===== src/rtl/alu_control_pkg.sv =====
`default_nettype none
// ----------------------------------------------------------------------------
// alu_control_pkg - shared ALU op codes, class/func7 encodings, MDU FSM states
// Revision: 1.0
// ----------------------------------------------------------------------------
package alu_control_pkg;

  localparam logic [3:0] OP_ADD     = 4'd0;
  localparam logic [3:0] OP_SUB     = 4'd1;
  localparam logic [3:0] OP_XOR     = 4'd2;
  localparam logic [3:0] OP_OR      = 4'd3;
  localparam logic [3:0] OP_AND     = 4'd4;
  localparam logic [3:0] OP_SLL     = 4'd5;
  localparam logic [3:0] OP_SRL     = 4'd6;
  localparam logic [3:0] OP_SRA     = 4'd7;
  localparam logic [3:0] OP_SLT     = 4'd8;
  localparam logic [3:0] OP_SLTU    = 4'd9;
  localparam logic [3:0] OP_PASS_B  = 4'd10;
  localparam logic [3:0] OP_MDU     = 4'd14;
  localparam logic [3:0] OP_ILLEGAL = 4'd15;

  localparam logic [2:0] ALUOP_ADD    = 3'b000;
  localparam logic [2:0] ALUOP_BRANCH = 3'b010;
  localparam logic [2:0] ALUOP_LUI    = 3'b011;
  localparam logic [2:0] ALUOP_IARITH = 3'b100;
  localparam logic [2:0] ALUOP_RTYPE  = 3'b111;

  localparam logic [6:0] F7_BASE   = 7'b0000000;
  localparam logic [6:0] F7_ALT    = 7'b0100000;
  localparam logic [6:0] F7_MULDIV = 7'b0000001;

  typedef logic [1:0] mdu_state_t;
  localparam mdu_state_t S_IDLE = 2'd0;
  localparam mdu_state_t S_MUL  = 2'd1;
  localparam mdu_state_t S_DIV  = 2'd2;
  localparam mdu_state_t S_DONE = 2'd3;

  // Default-funct7 mapping shared by R-type and I-arith decode.
  function automatic logic [3:0] base_op(input logic [2:0] f3);
    logic [3:0] op;
    op = OP_ILLEGAL;
    case (f3)
      3'b000:  op = OP_ADD;
      3'b001:  op = OP_SLL;
      3'b010:  op = OP_SLT;
      3'b011:  op = OP_SLTU;
      3'b100:  op = OP_XOR;
      3'b101:  op = OP_SRL;
      3'b110:  op = OP_OR;
      3'b111:  op = OP_AND;
      default: op = OP_ILLEGAL;
    endcase
    return op;
  endfunction

endpackage
`default_nettype wire


===== src/rtl/alu_control_mdu_core.sv =====
`default_nettype none
// ----------------------------------------------------------------------------
// mdu_iter_core - shift-add multiplier / restoring divider, one bit per step.
// Divider built only with ALU_CONTROL_DIV_EN. Revision: 1.0
// ----------------------------------------------------------------------------
module mdu_iter_core #(
  parameter int WIDTH = 32,
  parameter int CNT_W = $clog2(WIDTH) + 1
) (
  input  logic             clk,
  input  logic             reset,
  input  logic             load,
  input  logic             step,
  input  logic             op_div,
  input  logic             op_signed,
  input  logic             op_high,
  input  logic [WIDTH-1:0] src_a,
  input  logic [WIDTH-1:0] src_b,
  output logic [CNT_W-1:0] count,
  output logic [WIDTH-1:0] result_next
);

  // hi/lo: product accumulator for multiply, remainder/quotient for divide.
  logic [WIDTH-1:0] hi;
  logic [WIDTH-1:0] lo;
  logic [WIDTH-1:0] operand;
  logic             high_sel;
  logic [WIDTH-1:0] hi_next;
  logic [WIDTH-1:0] lo_next;
  logic [WIDTH:0]   mul_sum;

`ifdef ALU_CONTROL_DIV_EN
  logic             is_div;
  logic             neg_q;
  logic             neg_r;
  logic [WIDTH-1:0] a_mag;
  logic [WIDTH-1:0] b_mag;
  logic [WIDTH:0]   div_shift;
  logic [WIDTH:0]   div_diff;

  assign a_mag = (op_signed && src_a[WIDTH-1]) ? (WIDTH'(0) - src_a) : src_a;
  assign b_mag = (op_signed && src_b[WIDTH-1]) ? (WIDTH'(0) - src_b) : src_b;
`else
  logic unused_div_cfg;
  assign unused_div_cfg = op_div ^ op_signed;
`endif

  always_ff @(posedge clk) begin
    if (reset) begin
      hi       <= '0;
      lo       <= '0;
      operand  <= '0;
      count    <= '0;
      high_sel <= 1'b0;
`ifdef ALU_CONTROL_DIV_EN
      is_div   <= 1'b0;
      neg_q    <= 1'b0;
      neg_r    <= 1'b0;
`endif
    end else if (load) begin
      hi       <= '0;
      count    <= CNT_W'(WIDTH);
      high_sel <= op_high;
`ifdef ALU_CONTROL_DIV_EN
      is_div   <= op_div;
      lo       <= op_div ? a_mag : src_b;
      operand  <= op_div ? b_mag : src_a;
      neg_q    <= op_div && op_signed && (src_a[WIDTH-1] ^ src_b[WIDTH-1]);
      neg_r    <= op_div && op_signed && src_a[WIDTH-1];
`else
      lo       <= src_b;
      operand  <= src_a;
`endif
    end else if (step) begin
      hi    <= hi_next;
      lo    <= lo_next;
      count <= count - 1'b1;
    end
  end

  always_comb begin
    mul_sum = {1'b0, hi} + (lo[0] ? {1'b0, operand} : {(WIDTH+1){1'b0}});
    hi_next = mul_sum[WIDTH:1];
    lo_next = {mul_sum[0], lo[WIDTH-1:1]};
`ifdef ALU_CONTROL_DIV_EN
    // Remainder stays below the divisor, so bit WIDTH of the difference is the borrow.
    div_shift = {hi, lo[WIDTH-1]};
    div_diff  = div_shift - {1'b0, operand};
    if (is_div) begin
      if (!div_diff[WIDTH]) begin
        hi_next = div_diff[WIDTH-1:0];
        lo_next = {lo[WIDTH-2:0], 1'b1};
      end else begin
        hi_next = div_shift[WIDTH-1:0];
        lo_next = {lo[WIDTH-2:0], 1'b0};
      end
    end
`endif
  end

  always_comb begin
    result_next = high_sel ? hi_next : lo_next;
`ifdef ALU_CONTROL_DIV_EN
    if (is_div) begin
      if (high_sel) begin
        result_next = neg_r ? (WIDTH'(0) - hi_next) : hi_next;
      end else begin
        result_next = neg_q ? (WIDTH'(0) - lo_next) : lo_next;
      end
    end
`endif
  end

endmodule
`default_nettype wire


===== src/rtl/alu_control_mdu.sv =====
`default_nettype none
// ----------------------------------------------------------------------------
// alu_control_mdu - ALU op decode plus stalling RV32M multiply/divide sequencer.
// Define ALU_CONTROL_DIV_EN to build DIV/DIVU/REM/REMU. Revision: 1.0
// ----------------------------------------------------------------------------
module alu_control_mdu
  import alu_control_pkg::*;
#(
  parameter  int WIDTH = 32,
  localparam int CNT_W = $clog2(WIDTH) + 1
) (
  input  logic             clk,
  input  logic             reset,
  input  logic             valid,
  input  logic [2:0]       aluop,
  input  logic [2:0]       func3,
  input  logic [6:0]       func7,
  input  logic [WIDTH-1:0] src_a,
  input  logic [WIDTH-1:0] src_b,
  output logic [3:0]       aluoperation,
  output logic             stall,
  output logic             mdu_done,
  output logic [WIDTH-1:0] mdu_result,
  output logic             illegal
);

`ifdef ALU_CONTROL_DIV_EN
  localparam bit DIV_BUILT = 1'b1;
  localparam logic [WIDTH-1:0] MOST_NEG = {1'b1, {(WIDTH-1){1'b0}}};
`else
  localparam bit DIV_BUILT = 1'b0;
`endif

  mdu_state_t       state;
  mdu_state_t       state_next;
  logic             mdu_func3_ok;
  logic             is_mdu;
  logic             issue;
  logic             busy;
  logic             last_step;
  logic             special;
  logic [WIDTH-1:0] special_result;
  logic [CNT_W-1:0] count;
  logic [WIDTH-1:0] core_result;

  assign mdu_func3_ok = (func3 == 3'b000) || (func3 == 3'b011) || (DIV_BUILT && func3[2]);

  always_comb begin
    aluoperation = OP_ILLEGAL;
    case (aluop)
      ALUOP_ADD: aluoperation = OP_ADD;
      ALUOP_LUI: aluoperation = OP_PASS_B;
      ALUOP_BRANCH: begin
        case (func3)
          3'b000, 3'b001: aluoperation = OP_SUB;
          3'b100, 3'b101: aluoperation = OP_SLT;
          3'b110, 3'b111: aluoperation = OP_SLTU;
          default:        aluoperation = OP_ILLEGAL;
        endcase
      end
      ALUOP_IARITH: begin
        // Only the shift-immediates carry meaning in funct7.
        case (func3)
          3'b001: begin
            if (func7 == F7_BASE) aluoperation = OP_SLL;
          end
          3'b101: begin
            if (func7 == F7_BASE)     aluoperation = OP_SRL;
            else if (func7 == F7_ALT) aluoperation = OP_SRA;
          end
          default: aluoperation = base_op(func3);
        endcase
      end
      ALUOP_RTYPE: begin
        if (func7 == F7_BASE) begin
          aluoperation = base_op(func3);
        end else if (func7 == F7_ALT) begin
          if (func3 == 3'b000)      aluoperation = OP_SUB;
          else if (func3 == 3'b101) aluoperation = OP_SRA;
        end else if (func7 == F7_MULDIV && mdu_func3_ok) begin
          aluoperation = OP_MDU;
        end
      end
      default: aluoperation = OP_ILLEGAL;
    endcase
  end

  assign illegal = (aluoperation == OP_ILLEGAL);
  assign is_mdu  = (aluoperation == OP_MDU);

`ifdef ALU_CONTROL_DIV_EN
  logic div_zero;
  logic div_ovf;
  assign div_zero = (src_b == '0);
  assign div_ovf  = !func3[0] && (src_a == MOST_NEG) && (src_b == '1);
  // Degenerate divides retire without iterating; func3[1] selects remainder.
  assign special  = func3[2] && (div_zero || div_ovf);
  assign special_result = func3[1] ? (div_zero ? src_a : '0)
                                   : (div_zero ? '1 : src_a);
  assign busy = (state == S_MUL) || (state == S_DIV);
`else
  assign special        = 1'b0;
  assign special_result = '0;
  assign busy           = (state == S_MUL);
`endif

  assign issue     = !reset && (state == S_IDLE) && valid && is_mdu;
  assign last_step = busy && valid && (count == CNT_W'(1));
  assign stall     = issue || busy;
  assign mdu_done  = (state == S_DONE);

  always_comb begin
    state_next = S_IDLE;
    if (state == S_IDLE) begin
      state_next = S_IDLE;
      if (issue) begin
        if (special) begin
          state_next = S_DONE;
`ifdef ALU_CONTROL_DIV_EN
        end else if (func3[2]) begin
          state_next = S_DIV;
`endif
        end else begin
          state_next = S_MUL;
        end
      end
    end else if (busy) begin
      if (!valid)         state_next = S_IDLE;
      else if (last_step) state_next = S_DONE;
      else                state_next = state;
    end
  end

  always_ff @(posedge clk) begin
    if (reset) begin
      state      <= S_IDLE;
      mdu_result <= '0;
    end else begin
      state <= state_next;
      if (issue && special) begin
        mdu_result <= special_result;
      end else if (last_step) begin
        mdu_result <= core_result;
      end
    end
  end

  mdu_iter_core #(
    .WIDTH (WIDTH),
    .CNT_W (CNT_W)
  ) u_core (
    .clk         (clk),
    .reset       (reset),
    .load        (issue && !special),
    .step        (busy && valid),
    .op_div      (func3[2]),
    .op_signed   (!func3[0]),
    .op_high     (func3[1]),
    .src_a       (src_a),
    .src_b       (src_b),
    .count       (count),
    .result_next (core_result)
  );

endmodule
`default_nettype wire


===== config.mk =====
export PLATFORM = sky130hd
export DESIGN_NAME = alu_control_mdu
export DESIGN_NICKNAME = d
export VERILOG_FILES = /design/src/rtl/alu_control_pkg.sv /design/src/rtl/alu_control_mdu_core.sv /design/src/rtl/alu_control_mdu.sv
export SDC_FILE = /design/constraint.sdc
export NUM_CORES = 1
export LEC_CHECK = 0
export ABC_CLOCK_PERIOD_IN_PS = 4100
export BUFFER_PORTS_ARGS = -buffer_cell sky130_fd_sc_hd__buf_4
export CELL_PAD_IN_SITES_DETAIL_PLACEMENT = 0
export CELL_PAD_IN_SITES_GLOBAL_PLACEMENT = 1
export CORE_MARGIN = 3
export CORE_UTILIZATION = 43
export DETAILED_ROUTE_END_ITERATION = 8
export PLACE_DENSITY = 0.9
export RECOVER_POWER = 25
export SLEW_MARGIN = 0
export SYNTH_ARGS = -nofsm -noshare
export SYNTH_HDL_FRONTEND = slang
export SYNTH_SLANG_ARGS = --single-unit

===== constraint.sdc =====
create_clock -name clk -period 4.1 [get_ports clk]
set_clock_uncertainty 0.1 [all_clocks]
set_input_delay 0.41 -clock clk [delete_from_list [all_inputs] [get_ports clk]]
set_output_delay 0.41 -clock clk [all_outputs]
set_load 0.03 [all_outputs]

After elaboration in Yosys (flattened, before gate mapping)
Memories as Yosys holds them, arrays and structs flattened.
Cells that the tools add are included.
{ "op_classes": {"n_div": 0, "mux": 22, "bitwise": 0, "reduce_logical": 18, "n_eq_ne": 18, "n_addsub": 2, "magnitude_cmp": 0, "n_mul": 0, "shift": 0} }
{ "ops": {"columns": ["op", "count"], "rows": [
  ["$mux W32", 4],
  ["$add A32 B33 Y33", 1],
  ["$mux W4", 7],
  ["$pmux W4 S5", 1],
  ["$eq A3 B3 Y1 const B", 6],
  ["$mux W6", 2],
  ["$pmux W4 S3", 1],
  ["$eq A3 B2 Y1 const B", 3],
  ["$eq A4 B4 Y1 const B", 2],
  ["$mux W2", 4],
  ["$pmux W4 S2", 1],
  ["$reduce_or A2 Y1", 4],
  ["$eq A7 B1 Y1 const B", 1],
  ["$eq A7 B6 Y1 const B", 1],
  ["$logic_not A7 Y1", 1],
  ["$eq A6 B1 Y1 const B", 1],
  ["$logic_and A1 B1 Y1", 6],
  ["$logic_not A3 Y1", 2],
  ["$sub A6 B1 Y6 const B", 1],
  ["$ne A4 B2 Y1 const B", 1],
  ["$eq A3 B1 Y1 const B", 1],
  ["$eq A2 B1 Y1 const B", 1],
  ["$eq A2 B2 Y1 const B", 1],
  ["$logic_not A2 Y1", 1],
  ["other kinds (4)", 6]
]} }
{ "word_totals": {"output_inout_bits": 39, "memories": 2, "latch_bits": 0, "word_cells": 70, "reg_bits": 137, "rom_bits": 64, "inputBits": 80, "mem_bits_rw": 0} }
{ "memory_table": {"columns": ["name", "words", "width", "rd", "rd_ports_with_merged_regs", "write_ports", "line_no", "rtl"], "rows": [
  ["(no name shown)", 8, 4, 1, 0, 0, "alu_control_pkg.sv:42", "case (f3)"],
  ["(no name shown)", 8, 4, 1, 0, 0, "alu_control_pkg.sv:42", null]
]} }

Longest topological paths before layout
{ "logic_depth": {"word_depth": 11, "mapped_depth": 13, "ltp_nobuf": 12} }

Modules after synthesis
A second synthesis with hierarchy kept.
{ "hier_totals": {"hier_cells": 966, "hier_area_um2": 8021.4} }
{ "by_module_without_submodules": {"columns": ["mod", "area_each_um2", "cells_each", "seq_area_each_um2", "instances"], "rows": [
  ["mdu_iter_core", 6422.4, 753, 2062.0, 1],
  ["alu_control_mdu", 1599.0, 213, 680.7, 1]
]} }

Worst setup path before layout
Ideal clock, no wire load.
{ "synth_path": {"kind": "input to output", "start": "in aluop[2]", "end": "out stall", "required_time_ps": 3590, "t_arrival_ps": 3164, "n_path_buf": 4, "path_slack_ps": 426, "path_stages": 12, "cell_sequence": "buf_2 -> inv_1 -> a21oi_1 -> o22ai_1 -> a22o_1 -> a41oi_1 -> nand2_1 -> or4_1 -> clkbuf_1 -> buf_6 -> buf_6 -> o22ai_1"} }
{ "synth_between": {"elab_chain_len": 5, "word_cells_on_any_way": 9} }
{ "synth_rtl": {"columns": ["element", "line_no", "rtl"], "rows": [
  ["from (decl)", "alu_control_mdu.sv:15", "input logic [2:0] aluop,"],
  ["$eq A3 B3 Y1, or another cell as far along", "alu_control_mdu.sv:50", "case (aluop)"],
  ["$pmux W4 S5 *", "alu_control_mdu.sv:50", null],
  ["via aluoperation[3]", "alu_control_mdu.sv:20", "output logic [3:0] aluoperation,"],
  ["$eq A4 B4 Y1 *", "alu_control_mdu.sv:89", "assign is_mdu = (aluoperation == OP_MDU);"],
  ["$logic_and A1 B1 Y1 *", "alu_control_mdu.sv:107", "assign issue = !reset && (state == S_IDLE) && valid && is_mdu;"],
  ["$logic_or A1 B1 Y1 *", "alu_control_mdu.sv:109", "assign stall = issue || busy;"],
  ["to (decl)", "alu_control_mdu.sv:21", "output logic stall,"]
]} }
The timed path passes the listed nets; every way through them passes the cells marked *.

Worst setup path in the final report
{ "layout_path": {"start": "reg u_core.lo[0]", "end": "reg u_core.hi[23]"} }
{ "layout_between": {"elab_chain_len": 2} }
{ "layout_rtl": {"columns": ["element", "line_no", "rtl"], "rows": [
  ["from (decl)", "alu_control_mdu_core.sv:25", "logic [WIDTH-1:0] lo;"],
  ["from (signal assigned)", "alu_control_mdu_core.sv:71", "lo <= src_b;"],
  ["from (signal assigned)", "alu_control_mdu_core.sv:76", "lo <= lo_next;"],
  ["$mux W32", "alu_control_mdu_core.sv:82", "mul_sum = {1'b0, hi} + (lo[0] ? {1'b0, operand} : {(WIDTH+1){1'b0}});"],
  ["$add A32 B33 Y33", "alu_control_mdu_core.sv:82", null],
  ["to (signal assigned)", "alu_control_mdu_core.sv:75", "hi <= hi_next;"],
  ["to (decl)", "alu_control_mdu_core.sv:24", "logic [WIDTH-1:0] hi;"]
]} }
Every way passes these cells.
A chain may end at the register's enable or synchronous reset.

==> run metrics <==
pin count of the biggest net entering global routing 69; gpl congestion ~0.90; htree depth 4; drt total wl about 21 mm; # DRC 0; CP Max Fanout 18; met1 usage 29.3%; post-synth top area share a little over a third; gr usage total 21.2%; Peak Freq about 0.27 GHz; status finished with violations; worst hold path class input pin to register; Synth area leader dfxtp_1; Synth top cells by count nand2_1 (154), dfxtp_1 (137), nor2_1 (113); Worst Path Class, Setup register to register; Layout area overhead 18.8%; Cells after Synth between 900 and 1000; Reg clk slew, reported paths roughly 0.06 ns; Die Wd approximately 140 um; Final Hold Vio Count 0; Final nets ~1100; vias per inst between 5 and 6; diode count 0; pre-CTS setup slack about 0.34 ns; setup ws final approximately 0.4 ns; pwr dens 371 nW/um^2; final instance area about 9200 um^2; vias ~7000; die area ~20000 um^2; grt ovf 0; cell mode on critical path and3_1; Rel. slew slack -13.5%; final core occ between 50 and 60%; vias in the first global route 6628; DRT Pass-1 Iters 5; met2 Track Usage GR between 30% and 40%; fin. max-slew vios just under 70; # setup viols final 0; CP endpoint kind register; GRT busiest layer met2; IO Port Bufs around 120; Yosys Warn Count 0; min Tclk post-route 3.71 ns; Critical Path RT ~4.3 ns; Peak VDD IR ~0.31 mV; first-pass GRT wire length roughly 34 mm; I/O pins 119; share of layout cells above drive strength 1 15.8%; element type at the critical path start register; CP max stage cell dfxtp_1; slowest stage delay, CP approximately 0.66 ns; initial antenna violation count 0; number of max-cap violations 1; Initial DRC Count roughly 420; register area share after synthesis 35.5%; count leader, synth nand2_1; register bit total from synthesis ~140; clk root buf clkbuf_16; ys flop type dfxtp_1; Post-DP HPWL approximately 15 mm; FFs w/ async S/R, synth 0%; Clk Latency, worst-skew pair roughly 0.42 ns; Buf/Inv on CP 1; initial core utilization ~44%; Synth Cell Area approximately 7700 um^2; ranking of synthesized cells by area dfxtp_1 (36%), nand2_1 (7.5%), a311oi_2 (6.2%), a21oi_1 (6.0%), mux2i_1 (5.6%); Final Cycle Share 90.5%; setup TNS 0 ns; CP cell instances buf_4 -> and2_1 -> ha_1 -> and3_1 -> and3_1 -> a2111oi_0 -> o21ai_0 -> a211oi_2 -> o41ai_1 -> xnor2_1 -> o22ai_1; Synth Area in XOR/XNOR between 3 and 4%; die height 140 um; RSZ-0062 raised after global routing false; Synth Area in Simple Gates about a fifth; post-CTS setup buffers 0; met3 Use GR 4.78%; Routed Antenna Nets 0; post-synthesis adder-cell area fraction about 5.8%; Cell Rows 48; WP data arrival 3.90 ns; placed instance area 8710 um^2; post-synthesis mux area share roughly 5.6%; Synth Area in Compound Gates about a quarter; Static Leak around 0.0037 uW; largest family of logic cells by synthesized area compound AO/OA/AOI/OAI gates; CTS buffer count 17; clock tree buffer depth 2; Post-synth EDFFs 0; failing checks capacitance limit, slew limit; Mean Syn Cell Area approximately 8.2 um^2; family with the most delay on the worst path compound AO/OA/AOI/OAI gates; count of cell types in the netlist between 60 and 70; clock sinks between 100 and 150; Synthesized Nets between 1000 and 1500; core area 17400 um^2; CTS tree done; measured slew at the worst slew-check pin about 1.7 ns; WL/cell approximately 17 um
-- metrics by stage --
stage | std cells | total power, uW | hold slack [ns]
4_1_cts | 1264 | 3440 | 0.108
5_1_grt | 1264 | 3530 | 0.113
3_3_place_gp | 1233 | 1760 | 0.346
3_5_place_dp | 1233 | 1770 | 0.352
6_report | 1264 | 3400 | 0.119
2_1_floorplan | 943 | 1650 | 0.341
-- registers in the layout (all words and copies together), names as in the netlist --
signal / flops
state: 2
u_core.lo: 32
u_core.hi: 32
u_core.count: 6
u_core.operand: 32
u_core.high_sel: 1
mdu_result: 32
-- cells in the final DEF (no fill, tap or decap), types with 7 or more instances in the layout --
cell	n
clkbuf_1	36
buf_4	93
a311oi_2	32
o21ai_0	32
nor2b_1	7
inv_1	16
xnor2_1	19
a21o_1	11
a211oi_1	21
nor3_1	9
o22ai_1	8
xor2_1	12
dfxtp_1	137
o211ai_1	8
ha_1	34
mux2i_1	43
clkbuf_16	17
nand3_1	13
and2_1	33
nor2_1	112
a21oi_1	93
nand2_1	154
o21a_1	7
o21bai_1	7
a31oi_1	9
-- where the power goes --
part           switching (uW)  leakage (uW)  internal (uW)
logic                     180       0.00224            143
clock network             583      0.000308           1090
registers                35.7       0.00111           1380
total                     799       0.00366           2610
-- routing by layer --
metal  vias to the layer above  share of wire [%]  wire (um)
met5                         -                  0          0
met4                         0                1.8        382
met3                        24                5.2       1090
met2                       176                 46       9680
met1                      3319                 47       9910
li1                       3506                  -          -
-- final timing paths --
path                      start                  to  slack [ns]  cells past startpoint
setup / recovery   u_core.lo[0]       u_core.hi[23]        0.39                     11
hold / removal        src_a[31]  u_core.operand[31]        0.12                      3
setup reg to reg   u_core.lo[0]       u_core.hi[23]        0.39                     11
hold reg to reg   mdu_result[1]       mdu_result[1]        0.36                      2
-- timing repair --
action / 4_1_cts / 5_1_grt
setup endpoints to repair: 0 / 2
hold buffers: 0 / 0
resized for setup: 0 / 1
hold endpoints to repair: 0 / 0
-- final cells by class --
| type | instances | area, um^2 |
|---|---|---|
| repair buffers | 131 | 858 |
| multi-input cells | 723 | 4590 |
| clock inverters | 13 | 201 |
| clock buffers | 18 | 439 |
| inverters | 17 | 63.8 |
| well taps | 225 | 282 |
| flip-flops and latches | 137 | 2740 |
| fillers | 1688 | 8240 |
-- worst min-delay path: stages --
cell	delay, ns
buf_4	0.07
mux2i_1	0.05
nor2_1	0.07
-- cell families (layout without fill, tap and decap cells) --
kind of cell             Yosys count  count (layout)
AND/OR/NAND/NOR                  360             360
buffers and inverters             83             179
XOR/XNOR                          31              31
multiplexers                      43              43
AO/OA/AOI/OAI                    254             254
flip-flops                       137             137
adder cells (fa/ha/maj)           35              35
(Power assumes the default switching activity.)
